[config.mk]
export PLATFORM = sky130hd
export DESIGN_NAME = usbf_wb_arbiter
export DESIGN_NICKNAME = d
export VERILOG_FILES = /design/src/rtl/usbf_wb_arbiter.sv
export SDC_FILE = /design/constraint.sdc
export NUM_CORES = 1
export LEC_CHECK = 0
export CELL_PAD_IN_SITES_DETAIL_PLACEMENT = 1
export CELL_PAD_IN_SITES_GLOBAL_PLACEMENT = 2
export CORE_ASPECT_RATIO = 0.9
export CORE_MARGIN = 1.5
export CORE_UTILIZATION = 22
export CTS_CLUSTER_DIAMETER = 80
export DETAILED_ROUTE_END_ITERATION = 16
export PLACE_DENSITY_LB_ADDON = 0.1
export SLEW_MARGIN = 40
export SYNTH_ARGS = -nofsm -noshare
export SYNTH_HDL_FRONTEND = slang
export SYNTH_SLANG_ARGS = --single-unit
export TNS_END_PERCENT = 20
[constraint.sdc]
create_clock -name clk_i -period 2.3 [get_ports clk_i]
set_clock_uncertainty 0.15 [all_clocks]
set_input_delay 0.23 -clock clk_i [delete_from_list [all_inputs] [get_ports clk_i]]
set_output_delay 0.23 -clock clk_i [all_outputs]
set_load 0.05 [all_outputs]
[src/rtl/usbf_wb_arbiter.sv]
// Two-master to one-slave Wishbone arbiter for the usbf core port.
// Ownership is held per CYC, ties alternate round-robin, and a watchdog aborts hung accesses.
module usbf_wb_arbiter #(
  parameter int ADDR_W  = 18,
  parameter int DATA_W  = 32,
  parameter int TMO_CYC = 255
) (
  input  logic              clk_i,
  input  logic              nrst_i,
  input  logic [ADDR_W-1:0] m0_adr_i,
  input  logic [DATA_W-1:0] m0_dat_i,
  output logic [DATA_W-1:0] m0_dat_o,
  input  logic              m0_we_i,
  input  logic              m0_stb_i,
  input  logic              m0_cyc_i,
  output logic              m0_ack_o,
  output logic              m0_err_o,
  input  logic [ADDR_W-1:0] m1_adr_i,
  input  logic [DATA_W-1:0] m1_dat_i,
  output logic [DATA_W-1:0] m1_dat_o,
  input  logic              m1_we_i,
  input  logic              m1_stb_i,
  input  logic              m1_cyc_i,
  output logic              m1_ack_o,
  output logic              m1_err_o,
  output logic [ADDR_W-1:0] s_adr_o,
  output logic [DATA_W-1:0] s_dat_o,
  input  logic [DATA_W-1:0] s_dat_i,
  output logic              s_we_o,
  output logic              s_stb_o,
  output logic              s_cyc_o,
  input  logic              s_ack_i,
  output logic [1:0]        grant_o,
  output logic              timeout_o
);

  typedef enum logic [1:0] {IDLE, OWN0, OWN1, ERR} state_t;

  localparam logic [15:0] TMO_LAST = 16'(TMO_CYC - 1);

  state_t              state_q;
  logic [1:0]          grant_q;
  logic                last_m1_q;
  logic [15:0]         cnt_q;
  logic                err0_q, err1_q;
  logic                timeout_q;
  logic [ADDR_W-1:0]   adr_hold_q;
  logic [DATA_W-1:0]   dat_hold_q;

  logic own0, own1, stall, err_owner_cyc;

  assign own0 = (state_q == OWN0);
  assign own1 = (state_q == OWN1);

  // Address/data keep their last driven value whenever nobody owns the slave.
  always_comb begin
    s_adr_o = adr_hold_q;
    s_dat_o = dat_hold_q;
    s_we_o  = 1'b0;
    s_stb_o = 1'b0;
    s_cyc_o = 1'b0;
    if (own0) begin
      s_adr_o = m0_adr_i;
      s_dat_o = m0_dat_i;
      s_we_o  = m0_we_i;
      s_cyc_o = m0_cyc_i;
      s_stb_o = m0_cyc_i & m0_stb_i;
    end else if (own1) begin
      s_adr_o = m1_adr_i;
      s_dat_o = m1_dat_i;
      s_we_o  = m1_we_i;
      s_cyc_o = m1_cyc_i;
      s_stb_o = m1_cyc_i & m1_stb_i;
    end
  end

  assign stall         = s_stb_o & ~s_ack_i;
  assign err_owner_cyc = grant_q[0] ? m0_cyc_i : m1_cyc_i;

  assign m0_dat_o  = s_dat_i;
  assign m1_dat_o  = s_dat_i;
  assign m0_ack_o  = own0 & s_stb_o & s_ack_i;
  assign m1_ack_o  = own1 & s_stb_o & s_ack_i;
  assign m0_err_o  = err0_q;
  assign m1_err_o  = err1_q;
  assign grant_o   = grant_q;
  assign timeout_o = timeout_q;

  always_ff @(posedge clk_i or negedge nrst_i) begin
    if (!nrst_i) begin
      state_q    <= IDLE;
      grant_q    <= 2'b00;
      last_m1_q  <= 1'b1;
      cnt_q      <= '0;
      err0_q     <= 1'b0;
      err1_q     <= 1'b0;
      timeout_q  <= 1'b0;
      adr_hold_q <= '0;
      dat_hold_q <= '0;
    end else begin
      err0_q <= 1'b0;
      err1_q <= 1'b0;
      case (state_q)
        IDLE: begin
          cnt_q <= '0;
          if (m0_cyc_i && (!m1_cyc_i || last_m1_q)) begin
            state_q <= OWN0;
            grant_q <= 2'b01;
          end else if (m1_cyc_i) begin
            state_q <= OWN1;
            grant_q <= 2'b10;
          end
        end
        OWN0, OWN1: begin
          adr_hold_q <= s_adr_o;
          dat_hold_q <= s_dat_o;
          if (!s_cyc_o) begin
            state_q   <= IDLE;
            grant_q   <= 2'b00;
            last_m1_q <= own1;
            cnt_q     <= '0;
          end else if (stall) begin
            if (cnt_q == TMO_LAST) begin
              state_q   <= ERR;
              err0_q    <= own0;
              err1_q    <= own1;
              timeout_q <= 1'b1;
              cnt_q     <= '0;
            end else begin
              cnt_q <= cnt_q + 16'd1;
            end
          end else begin
            cnt_q <= '0;
          end
        end
        ERR: begin
          // The grant is kept so the stuck owner is identified until it releases CYC.
          if (!err_owner_cyc) begin
            state_q   <= IDLE;
            grant_q   <= 2'b00;
            last_m1_q <= grant_q[1];
          end
        end
        default: state_q <= IDLE;
      endcase
    end
  end

endmodule

# After elaboration in Yosys (flattened, before gate mapping)
# Cells that the tools add are included.
[totals]
reg_bits = 74
latch_bits = 0
ramBits = 0
rom_bits = 0
input_bits = 141
n_memories = 0
[op_classes]
n_addsub = 1
multipliers = 0
div_mod_pow = 0
order_cmp = 0
n_eq_ne = 9
shifts = 0
muxes = 35
n_bitwise = 8
reduce_logical = 11
[op_table]
columns = ["cell", "n"]
rows = [
  ["two-way mux 32 bit", 2],
  ["two-way mux 16 bit", 3],
  ["two-way mux 18 bit", 2],
  ["case mux 16 bit (2 select lines)", 1],
  ["two-way mux 1 bit", 17],
  ["adder 16 x 1 -> 16 bit, second input constant", 1],
  ["equality test 16 x 8 -> 1 bit, second input constant", 1],
  ["two-way mux 2 bit", 7],
  ["case mux 2 bit (3 select lines)", 2],
  ["inequality test 3 bit, second input constant", 3],
  ["AND reduction 4 bit", 2],
  ["bitwise AND 1 bit", 7],
  ["AND reduction 3 bit", 2],
  ["equality test 2 bit, second input constant", 2],
  ["inequality test 2 bit, second input constant", 2],
  ["nonzero test 2 bit", 2],
  ["equality test 2 x 1 -> 1 bit, second input constant", 1],
  ["zero test 2 bit", 1],
  ["case mux 1 bit (2 select lines)", 1],
  ["OR reduction 2 bit", 1],
  ["logical AND 1 bit", 1],
  ["zero test 1 bit", 1],
  ["logical OR 1 bit", 1],
  ["NOT 1 bit", 1],
]

# Longest topological paths before layout
[depth]
ltp_word = 7
depth_mapped = 9

# Worst setup path after synthesis
# OpenSTA, ideal clock, no wires.
[synth_path]
kind = "register to register"
from = "register state_q[0]"
to = "register adr_hold_q[0]"
setup_ns = 0.072
arrival_ns = 2.688
required_time_ns = 2.078
slack_ns = -0.611
path_stages_with_launch = 8
synth_period_minus_slack_ns = 2.911
cell_sequence = "dfrtp_1 inv_1 ha_1 buf_2 buf_2 mux2i_1 o21ai_0 mux2_2"
[synth_between]
elab_chain_len = 3
elab_cells_between_ends = 5
cone_classes = "eq/ne: 2; mux: 2; reduce/logical: 1"
[synth_lines]
columns = ["item", "line", "rtl"]
rows = [
  ["start, declared", "41", "state_t state_q;"],
  ["start signal, assigned", "91", "state_q <= IDLE;"],
  ["start signal, assigned", "107", "state_q <= OWN0;"],
  ["start signal, assigned", "110", "state_q <= OWN1;"],
  ["equality test 2 bit", "53", "assign own1 = (state_q == OWN1);"],
  ["two-way mux 18 bit", "68", "end else if (own1) begin"],
  ["two-way mux 18 bit *", "62", "if (own0) begin"],
  ["named net s_adr_o[0]", "26", "output logic [ADDR_W-1:0] s_adr_o,"],
  ["end signal, assigned", "115", "adr_hold_q <= s_adr_o;"],
  ["end, declared", "47", "logic [ADDR_W-1:0] adr_hold_q;"],
]
# The timed path passes the listed nets; every way through them passes the cells marked *.
# A chain may end at the register's enable or synchronous reset.

# Worst setup path after layout
[layout_path]
from = "register state_q[1]"
to = "output port s_dat_o[16]"
[layout_between]
elab_chain_len = 3
elab_cells_between_ends = 4
cone_classes = "eq/ne: 2; mux: 2"
[layout_lines]
columns = ["item", "line", "rtl"]
rows = [
  ["equality test 2 bit", "53", ""],
  ["two-way mux 32 bit", "68", ""],
  ["two-way mux 32 bit *", "62", ""],
  ["end, declared", "27", "output logic [DATA_W-1:0] s_dat_o,"],
]
# Every way passes the cells marked *; elsewhere a longest branch is shown, timed or not.

==> reports/results.ini <==
[route]
wire_per_inst_um=18.5
routed_wl_um=16700
drt_pre_antenna_iters=4
via_per_inst=4.41
post-route-drc-count=0
initialDrtViolationCount=87
detail-route-antenna-nets=0
vias=3977

[power]
ir_worst_vdd_mv=0.978
power.share.combinational_pct=75.0
switching_power_mw=6.67
power_density_nw_per_um2=1900
netSwitchingFraction_pct=45.0
power_frac_seq_pct=14.3
total_leakage_power_nw=3.09
clkPwrFrac_pct=10.7
p_int_mw=8.16

[setup_path]
worstSetupEndpointType=primary output
path_max_fanout=12
cp_slowest_cell=dfrtp_1
required_ps=1920
start_kind=register
critical_path_buf_inv_count=4
cp_cell_sequence=buf_6 > ha_4 > buf_12 > buf_16 > mux2i_1 > o21ai_2 > buf_12
critPathKind=register to primary output
crit_family=buffers and inverters
worst_path_most_repeated_cell=buf_12
slowest_delay_ps=410
cp_data_arrival_time_ps=1900

[place]
port_buffers=168
dp_cells=869
dp_hpwl_um=10900
routabilityCongestion=0.732

[final_layout]
antenna_cells=0
layout-drive-gt1-share_pct=36.6
syn_to_final_growth_pct=63.0
layout_commonest_cell=clkdlybuf4s50_1
fin_nets=759
fin_cells=901
fin_util_pct=37.0
layout_common_cells=clkdlybuf4s50_1, dfrtp_1, nand2_1

[outcome]
outcome=completed

[timing]
finalCritPeriodShare_pct=99.3
drv_slew=0
fin_crit_ps=2280
worst_pin_slew_ps=574
setup-violations-final=0
slew_headroom_pct=61.7
fmax_mhz=438
finalHoldViolations=0
rsz0062_at_grt=yes

[grt]
grt_pass1_wl_um=25000
grt_usage_pct=14.8
antenna_found_initial=1
gr-total-overflow=0
grt_pass1_vias=4452
grt_max_degree=53

[synthesis]
syn_nets=638
ys_types=47
synth.area.top_cells=dfrtp_1, mux2_2, mux2i_1, buf_4, o21ai_0
synthFlopType=dfrtp_1
synth-async-reset-ratio_pct=100
synth_top_area_cell=dfrtp_1
avgSynthCellArea_um2=9.77
synth_edf_count=0
ys_seq_area_share_pct=38.7
synth_seq_cells=74
synth_top_area_share_pct=38.2
synth_warnings=0
syn_area_um2=4790
synth_cells=490

[min_path]
hold_path.class=input pin to asynchronous set/reset pin

[floorplanning]
io_pins=265
start_util_pct=22.7
dieArea_um2=22600
core_area_um2=21100
dieWidth_um=158
die_height_um=143
num_rows=50

[clock_tree]
clock_sinks=74
htreeDepth=3
cts.root.buffer_cell=clkbuf_16
path_clk_slew_ps=60
numCtsBuffers=9
clock_latency_ps=340
cts_tree=built
clockBufferDepth=2

[run]
cap_violations=0

worst reg2reg max path: cells and delay by family (launching register included):
family                   cells  cell delay (ps)
AO/OA/AOI/OAI                1              150
adder cells (fa/ha/maj)      1              210
buffers and inverters        1              140
flip-flops                   1              420
AND/OR/NAND/NOR              3             1070
sequential cells by signal, summed over array words and instances (netlist names):
signal      cells
adr_hold_q     18
m1_err_o        1
timeout_o       1
grant_o         2
cnt_q          16
m0_err_o        1
last_m1_q       1
dat_hold_q     32
state_q         2
kinds of logic after synthesis:
| logic type | share of synthesized area [%] |
|---|---|
| adder cells (fa/ha/maj) | 1.83 |
| multiplexers | 23.1 |
| flip-flops | 38.7 |
| buffers and inverters | 13.2 |
| AO/OA/AOI/OAI | 9.12 |
| AND/OR/NAND/NOR | 12.4 |
| XOR/XNOR | 1.65 |
power groups by stage:
stage	clock, mW	combinational, mW	sequential, mW
floorplan	0	6.05	2.11
global placement	0	10.2	2.11
detailed placement	0	10.3	2.14
CTS	1.66	10.9	2.13
global route	1.71	11.7	2.19
finish	1.59	11.1	2.12
what timing repair did:
item                                   in CTS  in global routing
hold buffers                                1                  0
setup endpoints to repair                  48                 62
setup buffers                               2                  8
endpoints found under the hold margin      50                  0
resized for setup                          35                 18
pin swaps                                   2                  5
gates cloned                                3                  3
path summary, 6_finish.rpt:
kind | startpoint | to | slack (ps) | cells after the start
max | state_q[1]$_DFFE_PN0P_ | s_dat_o[16] | 20 | 7
min | nrst_i | adr_hold_q[13]$_DFFE_PN0P_ | 300 | 2
max reg2reg | state_q[0]$_DFFE_PN0P_ | cnt_q[15]$_DFFE_PN0P_ | 90 | 6
min reg2reg | timeout_o$_DFFE_PN0P_ | timeout_o$_DFFE_PN0P_ | 320 | 1
max in group asynchronous | nrst_i | dat_hold_q[18]$_DFFE_PN0P_ | 1130 | 3
min in group clk_i | s_dat_i[30] | m1_dat_o[30] | 310 | 0
synth_stat cells, types with 3 or more instances:
library cell	instances
dfrtp_1	73
nand2_1	68
buf_4	65
o21ai_0	53
mux2_2	52
mux2i_1	52
clkbuf_1	18
nor2_1	13
xnor2_1	9
inv_1	8
buf_2	7
ha_1	7
nand3_1	7
nand2b_1	4
nand4b_1	4
nor3_1	4
nor4_1	4
a21oi_1	3
and3_1	3
nor2b_1	3
o211ai_1	3
per-layer routing:
layer  share of wire, %  GRT usage, %  up-vias  routed length [um]
li1                   -             -     1903                   -
met1                 42          17.2     1919                6970
met2                 47          23.8      125                7770
met3                9.9          7.62       28                1640
met4                1.6          4.13        2                 270
met5              0.078             0        -                  13
through the flow:
stage / setup TNS, ps / worst slack [ps] / area (um2) / total power, mW / hold WS, ps
2_1_floorplan: -5990 / -181 / 4860 / 8.16 / -216
3_3_place_gp: 0 / 115 / 7040 / 12.3 / 224
3_5_place_dp: 0 / 96.9 / 7040 / 12.5 / 223
4_1_cts: -993 / -54.6 / 7590 / 14.7 / 310
5_1_grt: -1830 / -75.3 / 7800 / 15.6 / 310
6_report: 0 / 15.3 / 7800 / 14.8 / 300
final cells by class:
type | count | area (um2)
clock buffers | 11 | 253
clock inverters | 4 | 75.1
fillers | 2293 | 13300
inverters | 8 | 30.0
multi-input cells | 317 | 2550
flip-flops and latches | 74 | 1850
well taps | 286 | 358
repair buffers | 201 | 2680
Power figures use the tool's default switching activity.
